File: config.mk
export PLATFORM = sky130hd
export DESIGN_NAME = div4_seq_ctrl_flat
export DESIGN_NICKNAME = d
export VERILOG_FILES = /design/src/rtl/div4_seq_ctrl_if.sv /design/src/rtl/div4_seq_ctrl.sv /design/src/flat_wrapper.sv
export SDC_FILE = /design/constraint.sdc
export NUM_CORES = 1
export LEC_CHECK = 0
export ABC_AREA = 0
export ABC_CLOCK_PERIOD_IN_PS = 3380
export BUFFER_PORTS_ARGS = -buffer_cell sky130_fd_sc_hd__clkbuf_2
export CAP_MARGIN = 20
export CELL_PAD_IN_SITES_DETAIL_PLACEMENT = 0
export CELL_PAD_IN_SITES_GLOBAL_PLACEMENT = 2
export CORE_ASPECT_RATIO = 1.75
export CORE_MARGIN = 4
export CORE_UTILIZATION = 26
export CTS_CLUSTER_DIAMETER = 50
export DETAILED_ROUTE_END_ITERATION = 6
export HOLD_SLACK_MARGIN = 0.06
export PLACE_DENSITY = 0.71
export SYNTH_ARGS = -nofsm -noshare
export SYNTH_HDL_FRONTEND = slang
export SYNTH_SLANG_ARGS = --single-unit
File: constraint.sdc
create_clock -name clk -period 3.38 [get_ports clk]
set_input_delay 0.338 -clock clk [delete_from_list [all_inputs] [get_ports clk]]
set_output_delay 0.338 -clock clk [all_outputs]
set_load 0.005 [all_outputs]
File: src/rtl/div4_seq_ctrl_if.sv
// div4_seq_ctrl_if -- request/result bundle for the 4-bit sequential divider.
//
// Signals:
//   start      request a division (master -> slave)
//   a, b       4-bit unsigned dividend / divisor (master -> slave)
//   abort      cancel an in-flight division (master -> slave, only when
//              DIV4_ABORT_EN is defined)
//   quotient   registered 4-bit quotient (slave -> master)
//   remainder  registered 4-bit remainder (slave -> master)
//   busy       divider is iterating (slave -> master)
//   done       result valid strobe (slave -> master)
//   div_zero   last accepted operation had b == 0 (slave -> master)
//
// Modports: master = operand/switch side, slave = divider.
// Optional macro: DIV4_ABORT_EN adds the abort signal.
interface div4_seq_ctrl_if;
  logic       start;
  logic [3:0] a;
  logic [3:0] b;
  logic [3:0] quotient;
  logic [3:0] remainder;
  logic       busy;
  logic       done;
  logic       div_zero;
`ifdef DIV4_ABORT_EN
  logic       abort;

  modport master (
    output start, a, b, abort,
    input  quotient, remainder, busy, done, div_zero
  );

  modport slave (
    input  start, a, b, abort,
    output quotient, remainder, busy, done, div_zero
  );
`else
  modport master (
    output start, a, b,
    input  quotient, remainder, busy, done, div_zero
  );

  modport slave (
    input  start, a, b,
    output quotient, remainder, busy, done, div_zero
  );
`endif
endinterface

File: src/rtl/div4_seq_ctrl.sv
// div4_seq_ctrl -- sequential 4-bit unsigned restoring divider, A / B.
//
// One 4-bit two's-complement subtractor is reused over four iterations,
// producing one quotient bit per clock. A start/busy/done handshake is used;
// a zero divisor completes in a single edge with quotient=4'hF,
// remainder=a and div_zero=1.
//
// Ports:
//   clk   system clock, rising edge
//   rst   asynchronous, active-high reset
//   bus   div4_seq_ctrl_if.slave: start, a, b, [abort] in;
//         quotient, remainder, busy, done, div_zero out
//
// Parameters:
//   DONE_HOLD  0: done is a one-cycle pulse
//              1: done stays high until the next accepted start
//
// Optional macro: DIV4_ABORT_EN enables the abort input; an abort during
// RUN returns to IDLE without touching the previous result.
module div4_seq_ctrl #(
  parameter bit DONE_HOLD = 1'b0
) (
  input  logic           clk,
  input  logic           rst,
  div4_seq_ctrl_if.slave bus
);

  typedef enum logic [1:0] {
    S_IDLE = 2'd0,
    S_RUN  = 2'd1,
    S_DONE = 2'd2
  } state_t;

  state_t     state_q, state_d;
  logic [1:0] cnt_q, cnt_d;
  logic [3:0] rem_q, rem_d;
  logic [3:0] quo_q, quo_d;
  logic [3:0] bq_q, bq_d;
  logic [3:0] quotient_q, quotient_d;
  logic [3:0] remainder_q, remainder_d;
  logic       div_zero_q, div_zero_d;

  logic       busy_o;
  logic       done_o;
  logic       accept;
  logic       abort_w;

`ifdef DIV4_ABORT_EN
  assign abort_w = bus.abort;
`else
  assign abort_w = 1'b0;
`endif

  // Start is honoured everywhere except RUN, so DONE -> RUN is back-to-back.
  assign accept = bus.start && (state_q != S_RUN);

  // ------------------------------------------------------------------
  // Shared subtract datapath: t - bq as t + ~bq + 1 on a ripple-carry
  // adder. carry[4] = 1 means no borrow (t >= bq).
  // ------------------------------------------------------------------
  logic [3:0] t;
  logic       m;
  logic [3:0] bq_n;
  logic [3:0] diff;
  logic [4:0] carry;
  logic       take;
  logic [3:0] rem_iter;
  logic [3:0] quo_iter;

  assign t        = {rem_q[2:0], quo_q[3]};
  assign m        = rem_q[3];
  assign bq_n     = ~bq_q;
  assign carry[0] = 1'b1;

  for (genvar gi = 0; gi < 4; gi++) begin : g_add
    assign diff[gi]    = t[gi] ^ bq_n[gi] ^ carry[gi];
    assign carry[gi+1] = (t[gi] & bq_n[gi]) | (carry[gi] & (t[gi] ^ bq_n[gi]));
  end

  // m is the fifth bit of the shifted partial remainder; when set the value
  // is >= 16 > bq, so the subtraction always succeeds and diff is exact.
  assign take     = m | carry[4];
  assign rem_iter = take ? diff : t;
  assign quo_iter = {quo_q[2:0], take};

  // ------------------------------------------------------------------
  // State register
  // ------------------------------------------------------------------
  always_ff @(posedge clk or posedge rst) begin
    if (rst) begin
      state_q     <= S_IDLE;
      cnt_q       <= 2'd0;
      rem_q       <= 4'd0;
      quo_q       <= 4'd0;
      bq_q        <= 4'd0;
      quotient_q  <= 4'd0;
      remainder_q <= 4'd0;
      div_zero_q  <= 1'b0;
    end else begin
      state_q     <= state_d;
      cnt_q       <= cnt_d;
      rem_q       <= rem_d;
      quo_q       <= quo_d;
      bq_q        <= bq_d;
      quotient_q  <= quotient_d;
      remainder_q <= remainder_d;
      div_zero_q  <= div_zero_d;
    end
  end

  // ------------------------------------------------------------------
  // Next-state and datapath update
  // ------------------------------------------------------------------
  always_comb begin
    state_d     = state_q;
    cnt_d       = cnt_q;
    rem_d       = rem_q;
    quo_d       = quo_q;
    bq_d        = bq_q;
    quotient_d  = quotient_q;
    remainder_d = remainder_q;
    div_zero_d  = div_zero_q;

    case (state_q)
      S_IDLE, S_DONE: begin
        if (accept) begin
          if (bus.b == 4'd0) begin
            // Divide-by-zero bypasses the datapath entirely.
            state_d     = S_DONE;
            quotient_d  = 4'hF;
            remainder_d = bus.a;
            div_zero_d  = 1'b1;
          end else begin
            state_d = S_RUN;
            rem_d   = 4'd0;
            quo_d   = bus.a;
            bq_d    = bus.b;
            cnt_d   = 2'd0;
          end
        end else if (state_q == S_DONE && !DONE_HOLD) begin
          state_d = S_IDLE;
        end
      end

      S_RUN: begin
        if (abort_w) begin
          // Abort wins over completion; previous result is left intact.
          state_d = S_IDLE;
        end else begin
          rem_d = rem_iter;
          quo_d = quo_iter;
          cnt_d = cnt_q + 2'd1;
          if (cnt_q == 2'd3) begin
            quotient_d  = quo_iter;
            remainder_d = rem_iter;
            div_zero_d  = 1'b0;
            state_d     = S_DONE;
          end
        end
      end

      default: state_d = S_IDLE;
    endcase
  end

  // ------------------------------------------------------------------
  // Outputs: busy/done decode straight from state, so they can never
  // overlap and both read 0 during reset.
  // ------------------------------------------------------------------
  always_comb begin
    busy_o = 1'b0;
    done_o = 1'b0;
    case (state_q)
      S_RUN:   busy_o = 1'b1;
      S_DONE:  done_o = 1'b1;
      default: ;
    endcase
  end

  assign bus.busy      = busy_o;
  assign bus.done      = done_o;
  assign bus.quotient  = quotient_q;
  assign bus.remainder = remainder_q;
  assign bus.div_zero  = div_zero_q;

endmodule

File: src/flat_wrapper.sv
// flat-port wrapper written by rule: the top's interface ports become plain ports
module div4_seq_ctrl_flat 
#(
  parameter bit DONE_HOLD = 1'b0
)
  (clk, rst, bus_start, bus_a, bus_b, bus_quotient, bus_remainder, bus_busy, bus_done, bus_div_zero);
  div4_seq_ctrl_if bus_i ();
  input  logic clk;
  input  logic rst;
  input wire logic [$bits(bus_i.start)-1:0] bus_start;
  input wire logic [$bits(bus_i.a)-1:0] bus_a;
  input wire logic [$bits(bus_i.b)-1:0] bus_b;
  output wire logic [$bits(bus_i.quotient)-1:0] bus_quotient;
  output wire logic [$bits(bus_i.remainder)-1:0] bus_remainder;
  output wire logic [$bits(bus_i.busy)-1:0] bus_busy;
  output wire logic [$bits(bus_i.done)-1:0] bus_done;
  output wire logic [$bits(bus_i.div_zero)-1:0] bus_div_zero;
  assign bus_i.start = bus_start;
  assign bus_i.a = bus_a;
  assign bus_i.b = bus_b;
  assign bus_quotient = bus_i.quotient;
  assign bus_remainder = bus_i.remainder;
  assign bus_busy = bus_i.busy;
  assign bus_done = bus_i.done;
  assign bus_div_zero = bus_i.div_zero;
  div4_seq_ctrl #(.DONE_HOLD(DONE_HOLD)) u_core (.clk(clk), .rst(rst), .bus(bus_i));
endmodule
==> results of run 1 <==
==> what timing repair did <==
action / 4_1_cts / 5_1_grt
hold endpoints to repair: 0 / 2
gates resized for setup: 0 / 0
hold buffers: 0 / 1
==> worst max-delay path by stage <==
| stage | startpoint | to | slack (ns) | depth (start not counted) |
|---|---|---|---|---|
| floorplan | u_core.quo_q[3]$_DFFE_PP0P_ | u_core.bus.remainder[3]$_DFFE_PP0P_ | 0.80 | 11 |
| global placement | u_core.quo_q[3]$_DFFE_PP0P_ | u_core.bus.remainder[3]$_DFFE_PP0P_ | 0.83 | 11 |
| detailed placement | u_core.quo_q[3]$_DFFE_PP0P_ | u_core.bus.remainder[3]$_DFFE_PP0P_ | 0.81 | 11 |
| CTS | u_core.quo_q[3]$_DFFE_PP0P_ | u_core.bus.remainder[3]$_DFFE_PP0P_ | 0.77 | 11 |
| global route | u_core.quo_q[3]$_DFFE_PP0P_ | u_core.bus.remainder[3]$_DFFE_PP0P_ | 0.61 | 11 |
| finish | u_core.quo_q[3]$_DFFE_PP0P_ | u_core.bus.remainder[3]$_DFFE_PP0P_ | 0.78 | 11 |
==> cells in the final DEF (no fill, tap or decap), types with 4 or more instances in the layout <==
cell type,n
o21ai_0,10
a21oi_1,4
a31oi_1,4
nand2_1,11
inv_1,12
clkbuf_2,21
dfrtp_1,25
nor2_1,8
o22ai_1,4
==> tightest hold or removal path, cell delays in order <==
cell and delay, ns:
clkbuf_2 0.12, nand2_1 0.05, o21ai_0 0.06
==> metrics by stage <==
| stage | util [%] | power, mW |
|---|---|---|
| after global routing | 31.7 | 1.56 |
| after floorplan | - | 1.02 |
| after CTS | 30.9 | 1.42 |
| after global placement | 29.9 | 1.23 |
| final | 31.7 | 1.40 |
| after detailed placement | 29.9 | 1.24 |
==> layer usage <==
layer  track usage (%)  vias to the layer above
li1                  -                      471
met1              13.4                      491
met2              21.1                       21
met3              1.82                        5
met4              5.12                        0
met5                 0                        -
==> cell families after synthesis <==
family	after synthesis	share of synthesized area (%)
AO/OA/AOI/OAI	37	20.0
adder cells (fa/ha/maj)	5	6.83
buffers and inverters	20	6.73
flip-flops	25	50.2
multiplexers	4	3.41
AND/OR/NAND/NOR	31	12.9
==> layout make-up <==
cell class	count	area [sq um]
Clock buffer	4	45.0
Fill cell	494	3190
Tap cell	52	65.1
Sequential cell	25	626
Timing Repair Buffer	25	158
Inverter	13	48.8
Multi-Input combinational cell	77	537
==> flip-flops by register name, indices dropped and copies added, names as in the netlist <==
register,cells
u_core.bq_q,4
u_core.bus.div_zero,1
u_core.bus.quotient,4
u_core.bus.remainder,4
u_core.cnt_q,2
u_core.quo_q,4
u_core.rem_q,4
u_core.state_q,2
==> power groups by stage <==
| stage | Sequential, mW | Combinational (mW) | Clock (mW) |
|---|---|---|---|
| detailed placement | 0.544 | 0.695 | 0 |
| global placement | 0.535 | 0.690 | 0 |
| finish | 0.536 | 0.690 | 0.178 |
| floorplan | 0.523 | 0.498 | 0 |
| CTS | 0.539 | 0.698 | 0.186 |
| global route | 0.556 | 0.798 | 0.203 |
==> run_results.csv, run 1 <==
group,metric,value,unit
yosys,synth_seq_cells,25,
clock_network,cts_tree,"done",
finish,nNetsFinal,161,
die,die_h,99.6,microns
power,p_sw,567,uW
die,initial_core_util,26.7,%
worst_setup_path,worstPathRequired,3.55,ns
die,die_area,6010,sq um
sta,finalCritPeriodShare,76.9,%
clock_network,clk_latency,0.27,ns
grt,track_usage,11.9,%
route,drtPass1Iterations,4,
run,cap_violations,0,
die,rows,33,
min_path,hold_depth,3,
clock_network,post_cts_buffers,0,
worst_setup_path,reg2reg_from,"u_core.quo_q[3]$_DFFE_PP0P_",
die,core,4670,sq um
yosys,synthCells,122,
worst_setup_path,path_cells,"inv_1 -> ha_1 -> inv_1 -> fa_1 -> fa_1 -> inv_1 -> fa_1 -> nor2b_1 -> buf_4 -> mux2_2 -> a221oi_1",
worst_setup_path,slowest_stage,"dfrtp_1",
placement,dp.cells,190,
power,combPwrFrac,49.1,%
clock_network,cts_max_level,1,
route,vias_per_cell,5.04,
placement,dp_hpwl,2400,microns
placement,placedInstanceArea,1400,sq um
min_path,hold_end,"u_core.bq_q[1]$_DFFE_PP0P_",
sta,tns,0,ns
power,power.density,950,nW/um^2
yosys,syn-cell-area,1250,sq um
sta,slew_viol_final,0,
worst_setup_path,cpPeakStageDelay,0.39,ns
clock_network,path_clk_slew,0.09,ns
worst_setup_path,ff2ff_path_depth,11,
die,dieWidth,60.3,microns
yosys,synthDistinctLibCells,31,
sta,tightest_slew,0.677,ns
worst_setup_path,path_max_fanout,6,
yosys,synth.net_count,138,
sta,relSlewSlack,54.9,%
min_path,min_path_type,"input pin to flop",
clock_network,cts.root.buffer_cell,"clkbuf_8",
sta,setup_viol,0,
grt,first_global_vias,1050,
route,ant_nets,0,
yosys,synthDominantAreaCellType,"dfrtp_1",
placement,gp_congestion,0.709,
route,drt_iter0_markers,20,
route,route.met3.wl,117,microns
finish,syn2layout_area_growth,18.7,%
grt,grt_pass1_wl,5330,microns
grt,grt.overflow.total,0,
yosys,ys_top_cells_by_count,"dfrtp_1, inv_1, nand2_1, o21ai_0, nor2_1",
power,p_seq_share,38.2,%
yosys,avgSynthCellArea,10.2,sq um
power,leakage,0.667,nW
worst_setup_path,worst_setup_path_start_kind,"flop",
die,ios,22,
sta,rsz0062_at_grt,"no",
clock_network,cts_buffer_depth,2,
yosys,synth_area_leaders,"dfrtp_1, fa_1, o21ai_0",
sta,hold_violations,0,
finish,n_antenna_cell,0,
placement,portBuffers,21,
grt,grt_start_max_net_pins,26,
yosys,synth_edf_count,0,
sta,fin_worst_skew,0.00522,ns
power,internal-power,837,uW
finish,drive_gt1_share,22.9,%
grt,grt_antenna_before_repair,0,
finish,final_cells,196,
power,swShare,40.4,%
route,vias,988,
min_path,min_from,"bus_b[1]",
worst_setup_path,critical_path.top_delay_family,"adder cells",
worst_setup_path,r2r_setup_slack,0.78,ns
clock_network,clock-sinks,25,
route,top_layer,"met4",
worst_setup_path,regToRegEndpoint,"u_core.bus.remainder[3]$_DFFE_PP0P_",
worst_setup_path,cp.arrival,2.77,ns
yosys,synthMostInstantiatedCell,"dfrtp_1",
sta,setup_slack,0.782,ns
worst_setup_path,path_buf_inv,4,
route,drc_errors,0,
power,vdd_ir_drop_max,0.336,mV
route,wl_met2,1760,microns
finish,fin_area,1480,sq um
yosys,synth-seq-area-share,50.2,%
yosys,ys.flop_type,"dfrtp_1",
worst_setup_path,crit_path_end_kind,"flop",
route,met1Wirelength,1150,microns
yosys,yosysWarnings,0,
route,route.final.wire_length,3090,microns
placement,pre_cts_ws,0.808,ns
yosys,async_flop_share,100,%
yosys,synth.top_cell.area_share,50.2,%
sta,whs,0.348,ns
run_status,status,"complete, no violations",
clock_network,numCtsBuffers,3,
power,clock_power_share,12.7,%
worst_setup_path,path_class,"flop to flop",
sta,maxClockFrequency,0.385,GHz
route,avgRoutedWirePerCell,15.8,microns
sta,layout_min_cycle_time,2.60,ns
No activity file was read; power rests on OpenSTA's default activity.
==> inputs of run 2 (changes only) <==
- ABC_CLOCK_PERIOD_IN_PS: 3380 -> 2340
- PLACE_DENSITY: 0.71 -> 0.73
- clock period: 3.38 -> 2.34 ns (I/O delays scaled with it)
==> run 2 against run 1 <==
  * Critical path type unchanged
  * Largest power group unchanged
  * Largest cell class unchanged
  * Die area unchanged
  * Register-to-register slack worse by 0.86 ns
  * Clock skew about the same
  * Highest routed layer unchanged
  * Hold slack worse by 0.10 ns
  * Non-clock buffer count up 6
  * First-iteration DRC count down 10%
  * Combinational power up 97%
  * Critical path depth unchanged
  * Final cell count up 3.1%
  * The run now ends with setup timing left
  * Core utilization up 2.1 points
  * Clock power up 45%
  * Power up 72%
==> run_results.csv, run 2 (synthesis results as in run 1) <==
group,metric,value,unit
worst_setup_path,cpPeakStageDelay,0.40,ns
route,avgRoutedWirePerCell,15.8,microns
sta,layout_min_cycle_time,2.42,ns
clock_network,cts.root.buffer_cell,"clkbuf_8",
worst_setup_path,reg2reg_from,"u_core.quo_q[3]$_DFFE_PP0P_",
die,ios,22,
grt,first_global_vias,1067,
worst_setup_path,critical_path.top_delay_family,"adder cells",
die,die_h,99.6,microns
placement,dp_hpwl,2430,microns
worst_setup_path,critPathLaunch,"u_core.quo_q[3]$_DFFE_PP0P_",
grt,grt.overflow.total,0,
worst_setup_path,worst_setup_path_start_kind,"flop",
sta,finalCritPeriodShare,103,%
sta,slew_viol_final,0,
route,drtPass1Iterations,4,
placement,pre_cts_ws,-0.0757,ns
grt,grt_antenna_before_repair,0,
finish,final_cells,202,
sta,setup_viol,7,
die,die_area,6010,sq um
route,drt_iter0_markers,18,
power,combPwrFrac,56.3,%
clock_network,path_clk_slew,0.09,ns
power,p_sw,947,uW
finish,fin_area,1580,sq um
grt,grt_start_max_net_pins,26,
power,internal-power,1.46,mW
sta,maxClockFrequency,0.413,GHz
sta,relSlewSlack,59.1,%
run_status,violations,"setup timing",
run_status,status,"complete, but fails checks",
finish,nNetsFinal,167,
power,clock_power_share,10.7,%
worst_setup_path,path_buf_inv,4,
clock_network,cts_max_level,1,
run,cap_violations,0,
route,route.final.wire_length,3200,microns
min_path,min_from,"bus_a[0]",
route,ant_nets,0,
sta,setup_slack,-0.0814,ns
die,core,4670,sq um
sta,fin_worst_skew,0.00557,ns
placement,dp.cells,195,
worst_setup_path,path_cells,"inv_2 -> ha_4 -> inv_2 -> fa_2 -> fa_2 -> inv_2 -> fa_2 -> nor2b_1 -> buf_4 -> mux2_4 -> a221oi_2",
worst_setup_path,worstPathRequired,2.52,ns
power,power,2.41,mW
placement,portBuffers,21,
grt,track_usage,12.1,%
finish,mostFrequentLayoutCells,"dfrtp_1, clkbuf_2, nand2_1, o21ai_0",
sta,hold_violations,0,
sta,rsz0062_at_grt,"yes",
worst_setup_path,slowest_stage,"dfrtp_1",
clock_network,cts_tree,"done",
die,dieWidth,60.3,microns
worst_setup_path,crit_path_end_kind,"flop",
die,rows,33,
finish,n_antenna_cell,0,
clock_network,clk_latency,0.27,ns
finish,final_common_cell,"dfrtp_1",
die,initial_core_util,26.7,%
route,drc_errors,0,
route,vias_per_cell,4.98,
placement,gp_congestion,0.734,
power,p_seq_share,33.0,%
placement,placedInstanceArea,1450,sq um
min_path,min_path_type,"input pin to flop",
finish,syn2layout_area_growth,26.4,%
finish,fillers,504,
route,vias,1006,
power,power.density,1530,nW/um^2
power,swShare,39.3,%
sta,tightest_slew,0.611,ns
worst_setup_path,path_max_fanout,4,
worst_setup_path,path_class,"flop to flop",
clock_network,clock-sinks,25,
clock_network,numCtsBuffers,3,
grt,grt_pass1_wl,5420,microns
power,vdd_ir_drop_max,0.569,mV
clock_network,cts_buffer_depth,2,
worst_setup_path,cp.arrival,2.60,ns
finish,drive_gt1_share,34.0,%
sta,tns,-0.430,ns
power,leakage,0.697,nW
[run 2: power groups by stage]
stage,Combinational (mW),Clock (mW),Sequential [mW]
after floorplan,0.779,0,0.756
after global placement,1.09,0,0.778
after detailed placement,1.12,0,0.788
after CTS,1.17,0.268,0.784
after global routing,1.53,0.292,0.817
final,1.36,0.258,0.795
[run 2: layout make-up]
class | instances | area [sq um] | share of cell area [%]
Timing Repair Buffer | 31 | 183 | 11.6
Sequential cell | 25 | 626 | 39.7
Clock buffer | 4 | 45.0 | 2.86
Multi-Input combinational cell | 77 | 608 | 38.6
Tap cell | 52 | 65.1 | 4.13
Inverter | 13 | 48.8 | 3.10
[run 2: path summary, 6_finish.rpt]
check	slack, ns	end	depth (start not counted)
min reg2reg	0.51	u_core.cnt_q[0]$_DFFE_PP0P_	1
max	-0.08	u_core.bus.remainder[3]$_DFFE_PP0P_	11
min in group asynchronous	0.54	u_core.bus.div_zero$_DFFE_PP0P_	4
max in group asynchronous	1.54	u_core.bq_q[0]$_DFFE_PP0P_	4
min	0.25	u_core.bus.remainder[0]$_DFFE_PP0P_	3
max reg2reg	-0.08	u_core.bus.remainder[3]$_DFFE_PP0P_	11
[run 2: worst reg2reg max path, cell delays in order, from the launching register on]
cell      delay, ns
dfrtp_1        0.40
inv_2          0.08
ha_4           0.12
inv_2          0.03
fa_2           0.33
fa_2           0.34
inv_2          0.06
fa_2           0.16
nor2b_1        0.12
buf_4          0.14
mux2_4         0.31
a221oi_2       0.25
[run 2: layer usage]
metal / track usage, % / share of wire (%) / wire length [microns] / vias up
li1: - / - / - / 483
met1: 14.6 / 40 / 1270 / 498
met2: 20.5 / 55 / 1750 / 21
met3: 1.56 / 3.1 / 98 / 4
met4: 5.29 / 2.5 / 80 / 0
met5: 0 / 0 / 0 / -
[run 2: per-stage QoR]
| step | utilization (%) | hold slack (ns) |
|---|---|---|
| after floorplan | - | 0.261 |
| after global placement | 31.1 | 0.287 |
| after detailed placement | 31.1 | 0.293 |
| after CTS | 32.4 | 0.240 |
| after global routing | 33.8 | 0.250 |
| final | 33.8 | 0.245 |
[run 2: what timing repair did]
item                       4_1_cts  5_1_grt
buffers inserted                 0        2
hold endpoints to repair        25        0
setup endpoints to repair        5        8
gates resized for setup          2       10
hold buffers                     1        0
pin swaps                        1        0
==> inputs of run 3 (changes only) <==
- GPL_TIMING_DRIVEN: unset -> 0
- TNS_END_PERCENT: unset -> 30
==> run 3 against run 2 <==
  * The run still ends with setup timing left
  * Final cell count is the same
  * Combinational power shrank 13%
  * Global-route usage shrank 0.16 points
  * Critical endpoint unchanged
  * Largest cell class unchanged
==> run_results.csv, run 3 (synthesis results as in run 1) <==
group,metric,value,unit
placement,portBuffers,21,
sta,hold_violations,0,
sta,relSlewSlack,61.0,%
sta,setup_slack,-0.119,ns
worst_setup_path,worst_setup_path_start_kind,"flop",
placement,gp_congestion,0.727,
grt,grt_pass1_wl,5420,microns
finish,final_common_cell,"dfrtp_1",
clock_network,cts.root.buffer_cell,"clkbuf_8",
worst_setup_path,crit_path_end_kind,"flop",
grt,first_global_vias,1103,
power,power.density,1420,nW/um^2
power,leakage,0.695,nW
die,die_h,99.6,microns
grt,grt_antenna_before_repair,0,
sta,tns,-0.220,ns
clock_network,cts_tree,"done",
route,ant_nets,0,
route,drc_errors,0,
route,vias_per_cell,5.00,
route,avgRoutedWirePerCell,15.3,microns
finish,n_antenna_cell,0,
die,rows,33,
clock_network,cts_buffer_depth,2,
sta,fin_worst_skew,0.00356,ns
die,ios,22,
placement,dp_hpwl,2420,microns
run_status,status,"complete, but fails checks",
worst_setup_path,cp.arrival,2.64,ns
sta,tightest_slew,0.581,ns
sta,finalCritPeriodShare,105,%
worst_setup_path,worstPathRequired,2.52,ns
clock_network,cts_max_level,1,
sta,layout_min_cycle_time,2.46,ns
sta,setup_viol,4,
worst_setup_path,ff2ff_path_depth,11,
die,dieWidth,60.3,microns
die,core,4670,sq um
grt,grt.overflow.total,0,
route,drtPass1Iterations,4,
finish,post-route-util,33.5,%
run,cap_violations,0,
clock_network,clock-sinks,25,
finish,drive_gt1_share,30.0,%
power,vdd_ir_drop_max,0.454,mV
finish,fillers,500,
finish,final_cells,202,
clock_network,path_clk_slew,0.09,ns
grt,grt_start_max_net_pins,26,
sta,rsz0062_at_grt,"yes",
worst_setup_path,path_max_fanout,5,
min_path,hold_depth,3,
sta,maxClockFrequency,0.407,GHz
finish,mostFrequentLayoutCells,"dfrtp_1, clkbuf_2, nand2_1, o21ai_0, inv_1",
route,drt_iter0_markers,22,
die,initial_core_util,26.7,%
sta,whs,0.241,ns
finish,syn2layout_area_growth,25.6,%
worst_setup_path,path_class,"flop to flop",
clock_network,numCtsBuffers,3,
route,route.final.wire_length,3080,microns
finish,nNetsFinal,167,
min_path,min_path_type,"input pin to flop",
clock_network,clk_latency,0.27,ns
run_status,violations,"setup timing",
sta,slew_viol_final,0,
placement,dp.cells,195,
die,die_area,6010,sq um
route,vias,1009,
grt,track_usage,11.9,%
[run 3: area by class of cell]
cell class                      instances  area (sq um)  share of cell area, %
Multi-Input combinational cell         77           584                   37.3
Clock buffer                            4          45.0                   2.88
Inverter                               13          48.8                   3.12
Timing Repair Buffer                   24           150                   9.59
Tap cell                               52          65.1                   4.16
Buffer                                  7          46.3                   2.96
Sequential cell                        25           626                   40.0
[run 3: path summary, 6_finish.rpt]
path	slack, ns	startpoint	to
worst max-delay path	-0.12	u_core.quo_q[3]$_DFFE_PP0P_	u_core.bus.remainder[3]$_DFFE_PP0P_
worst min register to register	0.52	u_core.cnt_q[0]$_DFFE_PP0P_	u_core.cnt_q[0]$_DFFE_PP0P_
min in group asynchronous	0.38	rst	u_core.bus.div_zero$_DFFE_PP0P_
max in group asynchronous	1.58	rst	u_core.bq_q[1]$_DFFE_PP0P_
worst max register to register	-0.12	u_core.quo_q[3]$_DFFE_PP0P_	u_core.bus.remainder[3]$_DFFE_PP0P_
worst min-delay path	0.24	bus_b[1]	u_core.bq_q[1]$_DFFE_PP0P_
[run 3: report_power, final]
part / total, mW / switching, mW / leakage, nW / internal [mW]
logic: 1.19 / 0.604 / 0.384 / 0.583
clock network: 0.261 / 0.139 / 0.0228 / 0.122
registers: 0.779 / 0.140 / 0.289 / 0.639
total: 2.23 / 0.883 / 0.695 / 1.34
[run 3: layer usage]
metal / part of all wire [%] / vias to the layer above / track usage [%]
li1: - / 481 / -
met1: 38 / 504 / 14.5
met5: 0 / - / 0
met3: 3.6 / 4 / 1.69
met2: 57 / 20 / 20.3
met4: 1.7 / 0 / 4.78
[run 3: worst max-delay path: stages (launching register included)]
cell	delay [ns]
dfrtp_1	0.41
inv_2	0.08
ha_4	0.12
inv_2	0.03
fa_2	0.33
fa_2	0.34
inv_2	0.06
fa_2	0.17
nor2b_4	0.15
buf_8	0.12
mux2_4	0.31
a221oi_2	0.23
[run 3: repair_timing]
item,CTS,global route
endpoints found under the setup margin,8,8
setup buffers,1,0
hold buffers,0,1
gates resized for setup,3,8
hold endpoints to repair,0,2
pin swaps,0,2
[run 3: per-stage QoR]
stage	cell area [sq um]	setup WS (ns)	power, mW
after global routing	1570	-0.226	2.47
after global placement	1440	-0.135	1.82
after floorplan	1260	-0.0105	1.54
after detailed placement	1440	-0.174	1.86
final	1570	-0.119	2.23
after CTS	1500	-0.152	2.20
